$ cat config.mk
export PLATFORM = sky130hd
export DESIGN_NAME = map_table_checkpoint_ctrl
export DESIGN_NICKNAME = d
export VERILOG_FILES = /design/src/rtl/core_types_pkg.sv /design/src/rtl/map_table_checkpoint_ctrl.sv
export SDC_FILE = /design/constraint.sdc
export NUM_CORES = 1
export LEC_CHECK = 0
export ABC_AREA = 1
export CORE_MARGIN = 5
export CORE_UTILIZATION = 53
export DETAILED_ROUTE_END_ITERATION = 12
export PLACE_DENSITY = 0.87
export SLEW_MARGIN = 20
export SYNTH_ARGS = -nofsm -noshare
export SYNTH_HDL_FRONTEND = slang
export SYNTH_SLANG_ARGS = --single-unit
$ cat constraint.sdc
create_clock -name CLK -period 4.9 [get_ports CLK]
set_input_delay 0.98 -clock CLK [delete_from_list [all_inputs] [get_ports CLK]]
set_output_delay 0.98 -clock CLK [all_outputs]
set_load 0.01 [all_outputs]
$ cat src/rtl/core_types_pkg.sv
// Shared core types: map table geometry, checkpoint queue sizing and the
// checkpoint controller FSM state encoding.
package core_types_pkg;

  // Architectural registers and physical register tag width.
  localparam int AR_COUNT             = 8;
  localparam int LOG_PR_COUNT         = 6;

  // Number of map table snapshot slots and its log2.
  localparam int CHECKPOINT_COUNT     = 8;
  localparam int LOG_CHECKPOINT_COUNT = 3;

  // One complete map table: a physical tag per architectural register.
  typedef logic [AR_COUNT-1:0][LOG_PR_COUNT-1:0] map_table_t;

  // Checkpoint controller states.
  typedef enum logic {
    CKPT_IDLE    = 1'b0,
    CKPT_RESTORE = 1'b1
  } ckpt_state_e;

endpackage

$ cat src/rtl/map_table_checkpoint_ctrl.sv
// Map table checkpoint controller: a circular queue of map table snapshots.
// Saves append at the tail, frees retire the head, and a restore rolls the
// tail back to a chosen checkpoint while replaying its snapshot for one cycle.
module map_table_checkpoint_ctrl #(
  parameter int CHECKPOINT_COUNT     = core_types_pkg::CHECKPOINT_COUNT,
  parameter int LOG_CHECKPOINT_COUNT = core_types_pkg::LOG_CHECKPOINT_COUNT
) (
  input  logic                            CLK,
  input  logic                            RST,
  input  logic                            save_valid,
  input  core_types_pkg::map_table_t      save_map_table,
  output logic                            save_ready,
  output logic [LOG_CHECKPOINT_COUNT-1:0] save_index,
  input  logic                            restore_req_valid,
  input  logic [LOG_CHECKPOINT_COUNT-1:0] restore_req_index,
  input  logic                            free_valid,
  input  logic                            flush_valid,
  output logic                            restore_valid,
  output core_types_pkg::map_table_t      restore_map_table,
  output logic [LOG_CHECKPOINT_COUNT:0]   occupancy
);
  import core_types_pkg::*;

  // Pointers carry one extra wrap bit so full and empty are distinguishable.
  localparam int PW = LOG_CHECKPOINT_COUNT + 1;
  typedef logic [PW-1:0] ptr_t;

  ptr_t        head_q, head_d;
  ptr_t        tail_q, tail_d;
  ckpt_state_e state_q, state_d;
  map_table_t  restore_map_table_q, restore_map_table_d;
  map_table_t  slots_q [CHECKPOINT_COUNT];
  map_table_t  slots_d [CHECKPOINT_COUNT];

  logic [LOG_CHECKPOINT_COUNT-1:0] head_idx;
  logic [LOG_CHECKPOINT_COUNT-1:0] tail_idx;
  logic [LOG_CHECKPOINT_COUNT-1:0] restore_offset;
  ptr_t                            live_count;
  logic                            full;
  logic                            empty;
  logic                            save_fire;
  logic                            restore_legal;
  logic                            free_fire;

  assign head_idx   = head_q[LOG_CHECKPOINT_COUNT-1:0];
  assign tail_idx   = tail_q[LOG_CHECKPOINT_COUNT-1:0];
  assign live_count = tail_q - head_q;
  assign empty      = (head_q == tail_q);
  assign full       = (head_idx == tail_idx) &&
                      (head_q[LOG_CHECKPOINT_COUNT] != tail_q[LOG_CHECKPOINT_COUNT]);

  // Age of the requested checkpoint relative to the oldest live one; the
  // request is live exactly when that age is below the live count.
  assign restore_offset = restore_req_index - head_idx;

  assign save_ready    = !full && (state_q == CKPT_IDLE) && !restore_req_valid && !flush_valid;
  assign save_fire     = save_valid && save_ready;
  assign restore_legal = restore_req_valid && !flush_valid && (state_q == CKPT_IDLE) &&
                         ({1'b0, restore_offset} < live_count);
  assign free_fire     = free_valid && !empty && !flush_valid;

  assign save_index        = tail_idx;
  assign occupancy         = live_count;
  assign restore_valid     = (state_q == CKPT_RESTORE);
  assign restore_map_table = restore_map_table_q;

  // Next-state logic for pointers, FSM and the replayed snapshot.
  always_comb begin
    head_d              = head_q;
    tail_d              = tail_q;
    state_d             = state_q;
    restore_map_table_d = restore_map_table_q;

    case (state_q)
      CKPT_IDLE:    if (restore_legal) state_d = CKPT_RESTORE;
      CKPT_RESTORE: state_d = CKPT_IDLE;
      default:      state_d = CKPT_IDLE;
    endcase

    if (save_fire) begin
      tail_d = tail_q + ptr_t'(1);
    end

    if (restore_legal) begin
      restore_map_table_d = slots_q[restore_req_index];
      // Rolling back to the head while it is also being freed empties the
      // queue; the tail must then follow the advanced head, not trail it.
      if (free_fire && (restore_offset == '0)) begin
        tail_d = head_q + ptr_t'(1);
      end else begin
        tail_d = head_q + {1'b0, restore_offset};
      end
    end

    if (free_fire) begin
      head_d = head_q + ptr_t'(1);
    end

    if (flush_valid) begin
      head_d  = '0;
      tail_d  = '0;
      state_d = CKPT_IDLE;
    end
  end

  // Slot write port: an accepted save lands in the current tail slot.
  always_comb begin
    slots_d = slots_q;
    if (save_fire) begin
      slots_d[tail_idx] = save_map_table;
    end
  end

  // Control state registers with asynchronous reset.
  always_ff @(posedge CLK or posedge RST) begin
    if (RST) begin
      head_q              <= '0;
      tail_q              <= '0;
      state_q             <= CKPT_IDLE;
      restore_map_table_q <= '0;
    end else begin
      head_q              <= head_d;
      tail_q              <= tail_d;
      state_q             <= state_d;
      restore_map_table_q <= restore_map_table_d;
    end
  end

  // Snapshot storage; contents are don't-care until written, so no reset.
  always_ff @(posedge CLK) begin
    slots_q <= slots_d;
  end

endmodule

==> impl_metrics.json <==
{
  "outcome": "completed",
  "fin_skew_ns": 0.0104,
  "fin_area_um2": 20400,
  "tritoncts": "built",
  "finalHoldViolCount": 0,
  "synth_common_cells": "384 x edfxtp_1, 167 x nand2_1, 108 x nor2_1",
  "wire_per_inst_um": 22.6,
  "place_ws_ns": 0.722,
  "coreArea_um2": 32500,
  "power_frac_comb_pct": 20.0,
  "nets": 1375,
  "viasPerCell": 6.04,
  "reg2reg_setup_slack_ns": 1.72,
  "path_common_cell": "nand2_1",
  "syn_to_final_growth_pct": 17.3,
  "place_congestion": 0.843,
  "die_x_um": 191,
  "cp.required_ns": 5.31,
  "grt_pass1_vias": 11300,
  "setup.worst_path.end_class": "flip-flop",
  "synth_fa_ha_area_share_pct": 0.994,
  "portBuffers": 113,
  "peakVddDrop_mv": 0.325,
  "fin_setup_tns_ns": 0,
  "synth_nets": 1271,
  "power.density_nw_per_um2": 487,
  "yosys-top-cells-area": "edfxtp_1 66%, dfrtp_1 8.2%, mux2i_1 5.5%",
  "path_cells": "clkbuf_8 > inv_4 > ha_1 > inv_1 > fa_1 > ha_1 > nand2_1 > nand2_1 > nand2_1 > nand2_1 > nand3_1 > nand2_2 > buf_4 > nand2_1 > nand2_1 > inv_1 > nand2_1 > nand2_1",
  "ant_nets": 0,
  "arrival_ns": 4.07,
  "min-delay-path-class": "flip-flop to flip-flop",
  "synth_top_family_by_area": "simple AND/OR/NAND/NOR gates",
  "io_pins": 114,
  "async_flop_share_pct": 12.9,
  "drc": 0,
  "grt_pass1_wl_mm": 62.4,
  "synth_warnings": 0,
  "maxSlewViolCount": 0,
  "start_util_pct": 53.5,
  "cts.reportedPaths.clkPinSlew_ns": 0.06,
  "drive_gt1_share_pct": 7.61,
  "p_leak_nw": 7.30,
  "fin_crit_sh_pct": 74.5,
  "relSlewSlack_pct": 31.3,
  "critPathMaxFanout": 56,
  "hp-start": "restore_map_table[25]",
  "synthSimpleGateAreaFrac_pct": 7.87,
  "critical-path-top-delay-family": "buffers and inverters",
  "path_depth": 18,
  "dpl_cell_area_um2": 18900,
  "total_power_w": 0.00993,
  "synth_mux_area_share_pct": 5.53,
  "timing.rr.end": "tail_q[2]",
  "synth.most_common_cell": "edfxtp_1",
  "yosys.area.top_type": "edfxtp_1",
  "multi_input_area_um2": 3990,
  "drt_iter0_drc": 1140,
  "grt-ovfl-total": 0,
  "die_y_um": 191,
  "grt_max_degree": 95,
  "hold_end": "restore_map_table[25]",
  "num-fill-cells": 2227,
  "cts_buffers": 43,
  "rsz0062_at_grt": "no",
  "drv_cap": 0,
  "reg2reg_depth": 16,
  "regToRegStartpoint": "tail_q[0]",
  "clock_power_share_pct": 33.2,
  "cpPeakStageDelay_ns": 0.57,
  "synthCells": 1202,
  "synth_area_um2": 17400,
  "cts_buffer_depth": 3,
  "cts_root_buffer": "clkbuf_16",
  "post-dp-hpwl_mm": 21.8,
  "synth_cell_type_count": 25,
  "tightest_slew_ns": 1.03,
  "clk_latency_ns": 0.53,
  "start_kind": "input pin",
  "critPathBufInv": 5,
  "fin_ws_ns": 1.25,
  "die-area_um2": 36500,
  "layout_min_cycle_time_ns": 3.65,
  "clock_sinks": 441,
  "synth_top_cell_area_share_pct": 66.4,
  "synth-seq-area-share_pct": 74.6,
  "p_sw_w": 0.00272,
  "ys_ff_latch": 441,
  "seq_area_um2": 13000,
  "hold_ws_ns": 0.482,
  "synth_compound_area_share_pct": 7.83,
  "grt_util_all_layers_pct": 22.1,
  "row_count": 66,
  "pwr-share-seq_pct": 46.7,
  "post-cts-setup-buffers": 0,
  "finalWirelength_mm": 40.3,
  "swShare_pct": 27.4,
  "fmax_mhz": 274,
  "post_cts_resized": 0,
  "cpMaxStageDelayCell": "buf_4",
  "synth_area_per_cell_um2": 14.5,
  "path_class": "input pin to flip-flop",
  "antenna_found_initial": 6,
  "whs_path_depth": 2,
  "num_vias": 10800,
  "synth_flop_cell": "edfxtp_1",
  "final-setup-viol-count": 0,
  "ctsHoldBuffers": 0,
  "firstDrtPassIters": 5,
  "internal_power_w": 0.00721,
  "h-tree-depth": 2,
  "synth_xor_xnor_area_share_pct": 0.403,
  "synth_edf_count": 384
}
## layout make-up
cell class | instances | area share, %
Sequential cell | 441 | 63.6
Multi-Input combinational cell | 656 | 19.6
Timing Repair Buffer | 135 | 6.53
Clock buffer | 64 | 6.22
Tap cell | 442 | 2.71
Clock inverter | 15 | 0.755
Inverter | 29 | 0.553
Antenna cell | 6 | 0.0737
## metrics by stage
step                      utilization [%]  std cells
after detailed placement             58.4       1703
after global placement               58.4       1703
after floorplan                         -       1202
after global routing                 62.8       1786
final                                62.8       1788
after CTS                            62.7       1782
## state kept, by name, summed over array words and instances, names as in the netlist
signal and count:
restore_valid 1, head_q 4, tail_q 4, slots_q 384, restore_map_table 48
## kinds of logic after synthesis
| family | count (synthesis) |
|---|---|
| compound gates | 199 |
| xor+xnor | 8 |
| fa+ha+maj | 12 |
| buf+inv | 105 |
| flops | 441 |
| mux | 96 |
| simple gates | 341 |
## power groups by stage
stage	clock (W)	sequential, W	combinational [W]
floorplan	0	0.00474	0.00102
global placement	0	0.00471	0.00191
detailed placement	0	0.00471	0.00199
CTS	0.00334	0.00464	0.00201
global route	0.00349	0.00467	0.00220
finish	0.00330	0.00464	0.00199
## layer usage
metal | track usage, % | vias up | wire length, um
met5 | 0 | - | 11
met4 | 9.81 | 2 | 1390
met3 | 4.16 | 106 | 3280
met2 | 37.6 | 560 | 20800
met1 | 27.9 | 5395 | 14900
li1 | - | 4740 | -
## layout by cell type, fill, tap and decap left out, drive strengths merged, types with 9 or more instances in the layout
cell type,Yosys,final
edfxtp,384,384
mux2i,96,96
ha,9,9
dfrtp,57,57
clkdlybuf4s50,0,110
nand3,60,60
o221ai,96,96
clkinv,0,10
inv,29,28
clkbuf,42,65
buf,34,24
nor2,108,108
nand2,168,168
o21ai,99,99
## worst register-to-register path, delay by kind of cell (launching register included)
kind / cells / cell delay (ns)
adder cells (fa/ha/maj): 3 / 1.00
AND/OR/NAND/NOR: 10 / 0.81
buffers and inverters: 3 / 0.78
flip-flops: 1 / 0.48
## worst max path at each step
stage,end,start
after global routing,tail_q[2],restore_req_index[0]
after detailed placement,tail_q[0],restore_req_index[0]
after CTS,tail_q[0],restore_req_index[0]
final,tail_q[2],restore_req_index[0]
after global placement,tail_q[1],restore_req_index[0]
after floorplan,slots_q[144],flush_valid
Power figures use the tool's default switching activity.
